==> src/rtl/work_frame_loader.sv <==
// Work frame loader: assembles SYNC_BYTE + 52-byte job frames into midstate/work_data/nonce range for the hash core.
// Latency: job outputs and new_work update on the 2nd edge after the last accepted frame byte (checksum byte with WORK_CHECKSUM_EN).
// Backpressure: none; rx_valid is never stalled, so senders leave >= 2 idle cycles between frames.
module work_frame_loader #(
    parameter int unsigned TIMEOUT_CYCLES = 1000000,
    parameter logic [7:0]  SYNC_BYTE      = 8'hA5
) (
    input  logic         hash_clk,
    input  logic         reset_n,
    input  logic [7:0]   rx_byte,
    input  logic         rx_valid,
    output logic [255:0] midstate,
    output logic [95:0]  work_data,
    output logic [31:0]  nonce_min,
    output logic [31:0]  nonce_max,
    output logic         new_work,
    output logic         busy,
    output logic         frame_error
);

    typedef struct packed {
        logic [255:0] midstate;
        logic [95:0]  work_data;
        logic [31:0]  nonce_min;
        logic [31:0]  nonce_max;
    } job_t;

    typedef enum logic [1:0] {
        IDLE   = 2'd0,
        RECV   = 2'd1,
`ifdef WORK_CHECKSUM_EN
        CHK    = 2'd2,
`endif
        COMMIT = 2'd3
    } state_t;

    localparam int unsigned   TW       = (TIMEOUT_CYCLES < 2) ? 1 : $clog2(TIMEOUT_CYCLES + 1);
    localparam logic [TW-1:0] TMO_LAST = TW'(TIMEOUT_CYCLES - 1);

    state_t        state, state_nxt;
    job_t          staging, job;
    logic [5:0]    byte_cnt;
    logic [TW-1:0] tmo_cnt;
    logic          take_sync, shift_en, err_set, commit_ok, commit_go;
`ifdef WORK_CHECKSUM_EN
    logic [7:0]    csum;
`endif

    always_comb begin
        state_nxt = state;
        take_sync = 1'b0;
        shift_en  = 1'b0;
        err_set   = 1'b0;
        commit_ok = 1'b0;
        case (state)
            IDLE: begin
                if (rx_valid && rx_byte == SYNC_BYTE) begin
                    take_sync = 1'b1;
                    state_nxt = RECV;
                end
            end
            RECV: begin
                if (rx_valid) begin
                    shift_en = 1'b1;
                    if (byte_cnt == 6'd51) begin
`ifdef WORK_CHECKSUM_EN
                        state_nxt = CHK;
`else
                        state_nxt = COMMIT;
`endif
                    end
                end else if (tmo_cnt >= TMO_LAST) begin
                    err_set   = 1'b1;
                    state_nxt = IDLE;
                end
            end
`ifdef WORK_CHECKSUM_EN
            CHK: begin
                if (rx_valid) begin
                    if (rx_byte == csum) begin
                        state_nxt = COMMIT;
                    end else begin
                        err_set   = 1'b1;
                        state_nxt = IDLE;
                    end
                end else if (tmo_cnt >= TMO_LAST) begin
                    err_set   = 1'b1;
                    state_nxt = IDLE;
                end
            end
`endif
            COMMIT: begin
                state_nxt = IDLE;
                if (staging.nonce_min > staging.nonce_max) begin
                    err_set = 1'b1;
                end else begin
                    commit_ok = 1'b1;
                end
            end
            default: state_nxt = IDLE;
        endcase
    end

    always_ff @(posedge hash_clk or negedge reset_n) begin
        if (!reset_n) begin
            state       <= IDLE;
            staging     <= '0;
            job         <= '0;
            byte_cnt    <= '0;
            tmo_cnt     <= '0;
            commit_go   <= 1'b0;
            new_work    <= 1'b0;
            frame_error <= 1'b0;
`ifdef WORK_CHECKSUM_EN
            csum        <= '0;
`endif
        end else begin
            state <= state_nxt;

            if (take_sync) begin
                byte_cnt <= '0;
`ifdef WORK_CHECKSUM_EN
                csum     <= '0;
`endif
            end else if (shift_en) begin
                byte_cnt <= byte_cnt + 6'd1;
                staging  <= {staging[407:0], rx_byte};
`ifdef WORK_CHECKSUM_EN
                csum     <= csum ^ rx_byte;
`endif
            end

            // Counter only runs while waiting on a byte, and holds once it reaches the limit.
            if (take_sync || shift_en || state == IDLE || state == COMMIT) begin
                tmo_cnt <= '0;
            end else if (tmo_cnt != TMO_LAST) begin
                tmo_cnt <= tmo_cnt + 1'b1;
            end

            if (take_sync) begin
                frame_error <= 1'b0;
            end else if (err_set) begin
                frame_error <= 1'b1;
            end

            // Commit is registered once so outputs and new_work move together one edge after COMMIT.
            commit_go <= commit_ok;
            new_work  <= commit_go;
            if (commit_go) begin
                job <= staging;
            end
        end
    end

    assign midstate  = job.midstate;
    assign work_data = job.work_data;
    assign nonce_min = job.nonce_min;
    assign nonce_max = job.nonce_max;
    assign busy      = (state != IDLE);

endmodule

==> config.mk <==
export PLATFORM = sky130hd
export DESIGN_NAME = work_frame_loader
export DESIGN_NICKNAME = d
export VERILOG_FILES = /design/src/rtl/work_frame_loader.sv
export SDC_FILE = /design/constraint.sdc
export NUM_CORES = 1
export LEC_CHECK = 0
export ABC_CLOCK_PERIOD_IN_PS = 2100
export CAP_MARGIN = 20
export CORE_UTILIZATION = 55
export DETAILED_ROUTE_END_ITERATION = 10
export GPL_ROUTABILITY_DRIVEN = 0
export PLACE_DENSITY = 0.79
export SYNTH_ARGS = -nofsm -noshare
export SYNTH_HDL_FRONTEND = slang
export SYNTH_SLANG_ARGS = --single-unit
==> constraint.sdc <==
create_clock -name hash_clk -period 2.1 [get_ports hash_clk]
set_input_delay 0.315 -clock hash_clk [delete_from_list [all_inputs] [get_ports hash_clk]]
set_output_delay 0.315 -clock hash_clk [all_outputs]
set_load 0.01 [all_outputs]
==> summary.md, run 1 <==
| Metric | Value |
|---|---|
| Status | complete, but fails checks |
| Failing checks | design-rule violations |
| DIE AREA | 61400 µm² |
| Remaining Overflow, GRT | 0 |
| Ys Warns | 0 |
| CTS tree | done |
| Yosys cell types | 45 |
| Cell Area, Synth | 33200 µm² |
| Post-Synth Simple-Gate Area | 15.0% |
| Ranking of synthesized cells by area | dfrtp_1, mux2_2, nand2_1 |
| Worst Path Max Fanout | 5 |
| Share of cells above drive strength 1 | 19.9% |
| Leading register cell type out of synthesis | dfrtp_1 |
| Post-Layout Cell Count | 4195 |
| First-pass GRT wire length | 131 mm |
| Final Hold Vio Count | 0 |
| Root buffer cell | clkbuf_16 |
| Slew @ Worst Pin | 0.692 ns |
| First-pass DRT Iterations | 11 |
| CTS H-tree lvls | 3 |
| CTS Buf Count | 86 |
| Core ar. | 59400 µm² |
| Period utilization | 94.9% |
| CTS max path bufs | 3 |
| Tmin final | 1.99 ns |
| IO Port Bufs | 429 |
| VDD IR max | 0.635 mV |
| Max-cap violations | 0 |
| Clk slew on worst S/H paths | 0.06 ns |
| DPL Wire Length | 54.3 mm |
| Antenna diode count | 0 |
| Syn-to-layout area delta | 26.2% |
| Initial Util | 56.0% |
| Worst EP required | 1.78 ns |
| Hold Crit Class | in2async |
| Startpoint Class | flip-flop |
| PwrDens | 958 nW/µm² |
| Data arrival, critical path | 1.68 ns |
| Relative slew margins | 53.9% |
| Skew-Pair Late Insertion Delay | 0.63 ns |
| CP Capture Type | output port |
| DR vias/cell | 5.42 |
| Largest area contributor in the netlist | dfrtp_1 |
| Largest family of logic cells by synthesized area | simple AND/OR/NAND/NOR gates |
| FFs w/ async S/R, synth | 100% |
| Cell total after placement | 4032 |
| IO Count | 430 |
| Sink Count | 863 |
| DRT iter0 DRCs | 1723 |
| Vias post-DR | 22700 |
| Pleak | 21.6 nW |
| DR DRC count | 25 |
| Drt wl/cell | 19.5 µm |
| Die X | 248 µm |
| Skew final | 0.0199 ns |
| Most frequent cells in the layout | nand2_1, dfrtp_1, clkdlybuf4s50_1, mux2_2, clkbuf_16 |
| Nets | 3394 |
| WS Path Type | reg2out |
| Synth Area in Compound Gates | 1.39% |
| Worst hold slack | 0.219 ns |
| Post-Synth XOR/XNOR Area | 0.475% |
| # setup viols final | 0 |
| Die Ht | 248 µm |
| Fmax | 502 MHz |
| Total Wirelength | 81.9 mm |
| Slew Viols, Final | 0 |
| Post-synth EDFFs | 0 |
| Yosys reg bits | 863 |
| Row cnt | 89 |
| Adder-cell share of the synthesized area | 1.28% |
| GRT Total Usage | 27.4% |
| Post-route ant nets | 0 |
| Initial antenna violation count | 0 |
| Synthesized instance count | 2871 |
| Number of global-route vias before repair | 23700 |
| Avg Cell Area, Syn | 11.6 µm² |
| Post-synthesis mux area share | 14.1% |
| Syn_nets | 2916 |
| Seq/Total Area, Yosys | 65.0% |
| Largest net degree at the start of global routing | 143 |
| Post-synth top area share | 65.0% |
| Commonest non-fill, non-tap cell in the layout | nand2_1 |
-- layer usage --
metal | wire length, µm | GRT usage [%]
met5 | 0 | 0
met4 | 2740 | 10.6
met3 | 5150 | 5.71
met2 | 39900 | 44.0
met1 | 34100 | 36.9
-- report_power, final --
part / total, W / internal, W / leakage, nW / switching (W)
Clock: 0.0160 / 0.00940 / 1.45 / 0.00661
Combinational: 0.00442 / 0.00167 / 8.28 / 0.00276
Sequential: 0.0197 / 0.0182 / 11.9 / 0.00150
-- Yosys cell counts (5+ instances only) --
cell / n
nand2_1: 1194
dfrtp_1: 863
mux2_2: 416
buf_2: 94
o21ai_0: 52
inv_1: 36
ha_1: 34
clkbuf_1: 32
nor2_1: 26
a21oi_1: 20
nand4_1: 12
xor2_1: 12
buf_4: 10
nand3_1: 10
buf_6: 7
xnor2_1: 6
and3_1: 5
-- flip-flops by register name (all words and copies together) (netlist names) --
register and count:
byte_cnt 6, commit_go 1, frame_error 1, midstate 256, new_work 1, nonce_max 32
nonce_min 32, staging 416, state 2, tmo_cnt 20, work_data 96
-- what timing repair did --
| action | 4_1_cts | 5_1_grt |
|---|---|---|
| setup buffers | 1 | 0 |
| pin swaps | 0 | 2 |
| hold buffers | 1 | 0 |
| resized for setup | 3 | 4 |
| endpoints found under the setup margin | 1 | 2 |
| endpoints found under the hold margin | 38 | 0 |
-- path summary, 6_finish.rpt --
path                                          start                         to  slack, ns  cells past startpoint
min in group hash_clk                    rx_byte[0]     staging[0]$_DFFE_PN0P_       0.30                      3
min                                         reset_n  midstate[193]$_DFFE_PN0P_       0.22                      2
max reg2reg                 staging[29]$_DFFE_PN0P_    frame_error$_DFFE_PN0P_       0.11                      8
min reg2reg                staging[412]$_DFFE_PN0P_   staging[412]$_DFFE_PN0P_       0.48                      2
max                            state[0]$_DFFE_PN0P_                       busy       0.11                      2
max in group asynchronous                   reset_n   nonce_min[0]$_DFFE_PN0P_       0.89                      3
-- area by class of cell --
class,count,area [µm²]
clock inverters,39,510
multi-input cells,1828,10800
flip-flops and latches,863,21600
well taps,773,967
fillers,3947,17400
clock buffers,122,2470
repair buffers,533,5470
inverters,37,139
-- stage by stage --
step,utilization (%),instance area (µm²),power [W],worst slack (ns),TNS (ns)
detailed placement,65.5,38900,0.0243,0.0417,0
global route,70.6,41900,0.0419,-0.0411,-0.0417
finish,70.6,41900,0.0401,0.106,0
CTS,70.6,41900,0.0404,0.0631,0
floorplan,-,33200,0.0220,0.330,0
global placement,65.5,38900,0.0240,0.0649,0
-- kinds of logic after synthesis --
| family | Yosys count |
|---|---|
| fa+ha+maj | 34 |
| buf+inv | 180 |
| flops | 863 |
| compound gates | 84 |
| mux | 417 |
| simple gates | 1275 |
| xor+xnor | 18 |
-- worst max-delay path, cell delays in order (launching register included) --
cell           delay, ns
dfrtp_2             0.45
or2_2               0.30
dlygate4sd2_1       0.30
Note: power is estimated with default switching activity, not from simulation.
==> run 2: changes to the inputs <==
--- a/config.mk
+++ b/config.mk
@@ -7,6 +7,7 @@
 export LEC_CHECK = 0
 export ABC_CLOCK_PERIOD_IN_PS = 2100
 export CAP_MARGIN = 20
+export CORE_MARGIN = 2
 export CORE_UTILIZATION = 55
 export DETAILED_ROUTE_END_ITERATION = 10
 export GPL_ROUTABILITY_DRIVEN = 0
@@ -14,3 +15,4 @@
 export SYNTH_ARGS = -nofsm -noshare
 export SYNTH_HDL_FRONTEND = slang
 export SYNTH_SLANG_ARGS = --single-unit
+export TNS_END_PERCENT = 1
==> summary.md, run 2 (synthesis results as in run 1) <==
| Metric | Value |
|---|---|
| Die Ht | 250 µm |
| DPL Wire Length | 54.2 mm |
| Relative slew margins | 60.0% |
| CTS max path bufs | 3 |
| Fmax | 487 MHz |
| Max reg flops | 416 |
| Initial antenna violation count | 0 |
| Remaining Overflow, GRT | 0 |
| Sequential share of power | 49.1% |
| Total Wirelength | 81.7 mm |
| Switching share of power | 26.8% |
| Clk slew on worst S/H paths | 0.06 ns |
| IO Count | 430 |
| Die X | 250 µm |
| Internal power | 0.0294 W |
| DR DRC count | 0 |
| Most frequent cells in the layout | nand2_1, dfrtp_1, clkdlybuf4s50_1, mux2_2, clkbuf_16 |
| Nets | 3382 |
| Sink Count | 863 |
| # setup viols final | 0 |
| Startpoint Class | flip-flop |
| Clk pwr share | 40.2% |
| Comb pwr share | 10.7% |
| Commonest non-fill, non-tap cell in the layout | nand2_1 |
| Max incr delay on CP | 0.45 ns |
| First-pass GRT wire length | 131 mm |
| Hold Crit Class | in2async |
| Top delay family on crit path | compound AO/OA/AOI/OAI gates |
| Most flop-heavy register | staging |
| Initial Util | 55.3% |
| Final Hold Vio Count | 0 |
| Worst EP required | 2.67 ns |
| CP Capture Type | flip-flop |
| Pleak | 21.6 nW |
| Number of global-route vias before repair | 23500 |
| Core ar. | 60000 µm² |
| Syn-to-layout area delta | 26.3% |
| Slew Viols, Final | 0 |
| GRT Total Usage | 26.4% |
| Psw | 0.0108 W |
| Worst hold slack | 0.187 ns |
| Slew @ Worst Pin | 0.600 ns |
| DIE AREA | 62400 µm² |
| Setup_tns | 0 ns |
| DRT iter0 DRCs | 1878 |
| IO Port Bufs | 429 |
| VDD IR max | 0.614 mV |
| WS Path Type | reg2reg |
| Skew-Pair Late Insertion Delay | 0.63 ns |
| Largest net degree at the start of global routing | 132 |
| Final Instance Area | 41900 µm² |
| Root buffer cell | clkbuf_16 |
| CTS tree | done |
| CTS Buf Count | 88 |
| CP bufs+invs | 0 |
| CTS H-tree lvls | 3 |
| Skew final | 0.0255 ns |
| Max-cap violations | 0 |
| CP Cell Sequence | ha_1, nand4_1, nor4_2, o21ai_0, a31oi_1, o22a_1, a31o_1 |
| DR vias/cell | 5.40 |
| Antenna diode count | 0 |
| Tmin final | 2.05 ns |
| Status | finished clean |
| Share of cells above drive strength 1 | 19.7% |
| Data arrival, critical path | 2.62 ns |
| Post-DP Area | 38900 µm² |
| Worst Path Max Fanout | 4 |
| Post-route ant nets | 0 |
| Fill cell count | 3975 |
| Drt wl/cell | 19.5 µm |
| Period utilization | 97.8% |
| Worst path slowest cell | dfrtp_1 |
| Row cnt | 90 |
| Vias post-DR | 22600 |
| PwrDens | 958 nW/µm² |
| First-pass DRT Iterations | 5 |
-- run 2: area by class of cell --
class	count	area (µm²)	area share [%]
well taps	782	978	2.33
flip-flops and latches	863	21600	51.5
clock buffers	128	2610	6.21
clock inverters	35	438	1.04
inverters	37	139	0.331
multi-input cells	1828	10800	25.6
repair buffers	519	5430	12.9
-- run 2: per-layer routing --
layer	global-route usage [%]	routed length (µm)
met5	0	0
met4	8.40	2290
met3	5.17	5200
met2	44.2	41000
met1	35.0	33300
-- run 2: power by group through the flow --
stage	combinational [W]	sequential (W)	clock, W
finish	0.00430	0.0197	0.0162
global placement	0.00398	0.0198	0
detailed placement	0.00422	0.0199	0
floorplan	0.00259	0.0194	0
CTS	0.00429	0.0197	0.0164
global route	0.00488	0.0199	0.0171
-- run 2: path summary, 6_finish.rpt --
check | startpoint | to | slack (ns) | cells past startpoint
setup reg to reg | staging[42]$_DFFE_PN0P_ | frame_error$_DFFE_PN0P_ | 0.05 | 7
hold / removal | reset_n | staging[89]$_DFFE_PN0P_ | 0.19 | 2
hold reg to reg | staging[148]$_DFFE_PN0P_ | staging[156]$_DFFE_PN0P_ | 0.48 | 2
max in group asynchronous | reset_n | nonce_max[14]$_DFFE_PN0P_ | 0.94 | 4
setup / recovery | staging[42]$_DFFE_PN0P_ | frame_error$_DFFE_PN0P_ | 0.05 | 7
min in group hash_clk | rx_byte[3] | staging[3]$_DFFE_PN0P_ | 0.30 | 3
-- run 2: repair_timing --
action	CTS	global route
buffers inserted	1	2
endpoints found under the setup margin	1	2
hold buffers	1	0
cloned	0	0
gates resized for setup	3	2
endpoints found under the hold margin	20	0
pin swaps	0	3
-- run 2: worst register-to-register path, cell delays in order, from the launching register on --
cell     delay, ns
dfrtp_1       0.45
ha_1          0.35
nand4_1       0.16
nor4_2        0.33
o21ai_0       0.17
a31oi_1       0.19
o22a_1        0.20
a31o_1        0.15
-- run 2: stage by stage --
| step | worst slack (ns) | util [%] | total power, W | std cells |
|---|---|---|---|---|
| finish | 0.0466 | 69.9 | 0.0402 | 4192 |
| global route | -0.0313 | 69.9 | 0.0419 | 4192 |
| CTS | 0.0173 | 69.8 | 0.0404 | 4190 |
| detailed placement | 0.0441 | 64.7 | 0.0242 | 4025 |
| global placement | 0.125 | 64.7 | 0.0238 | 4025 |
| floorplan | 0.330 | - | 0.0220 | 2871 |
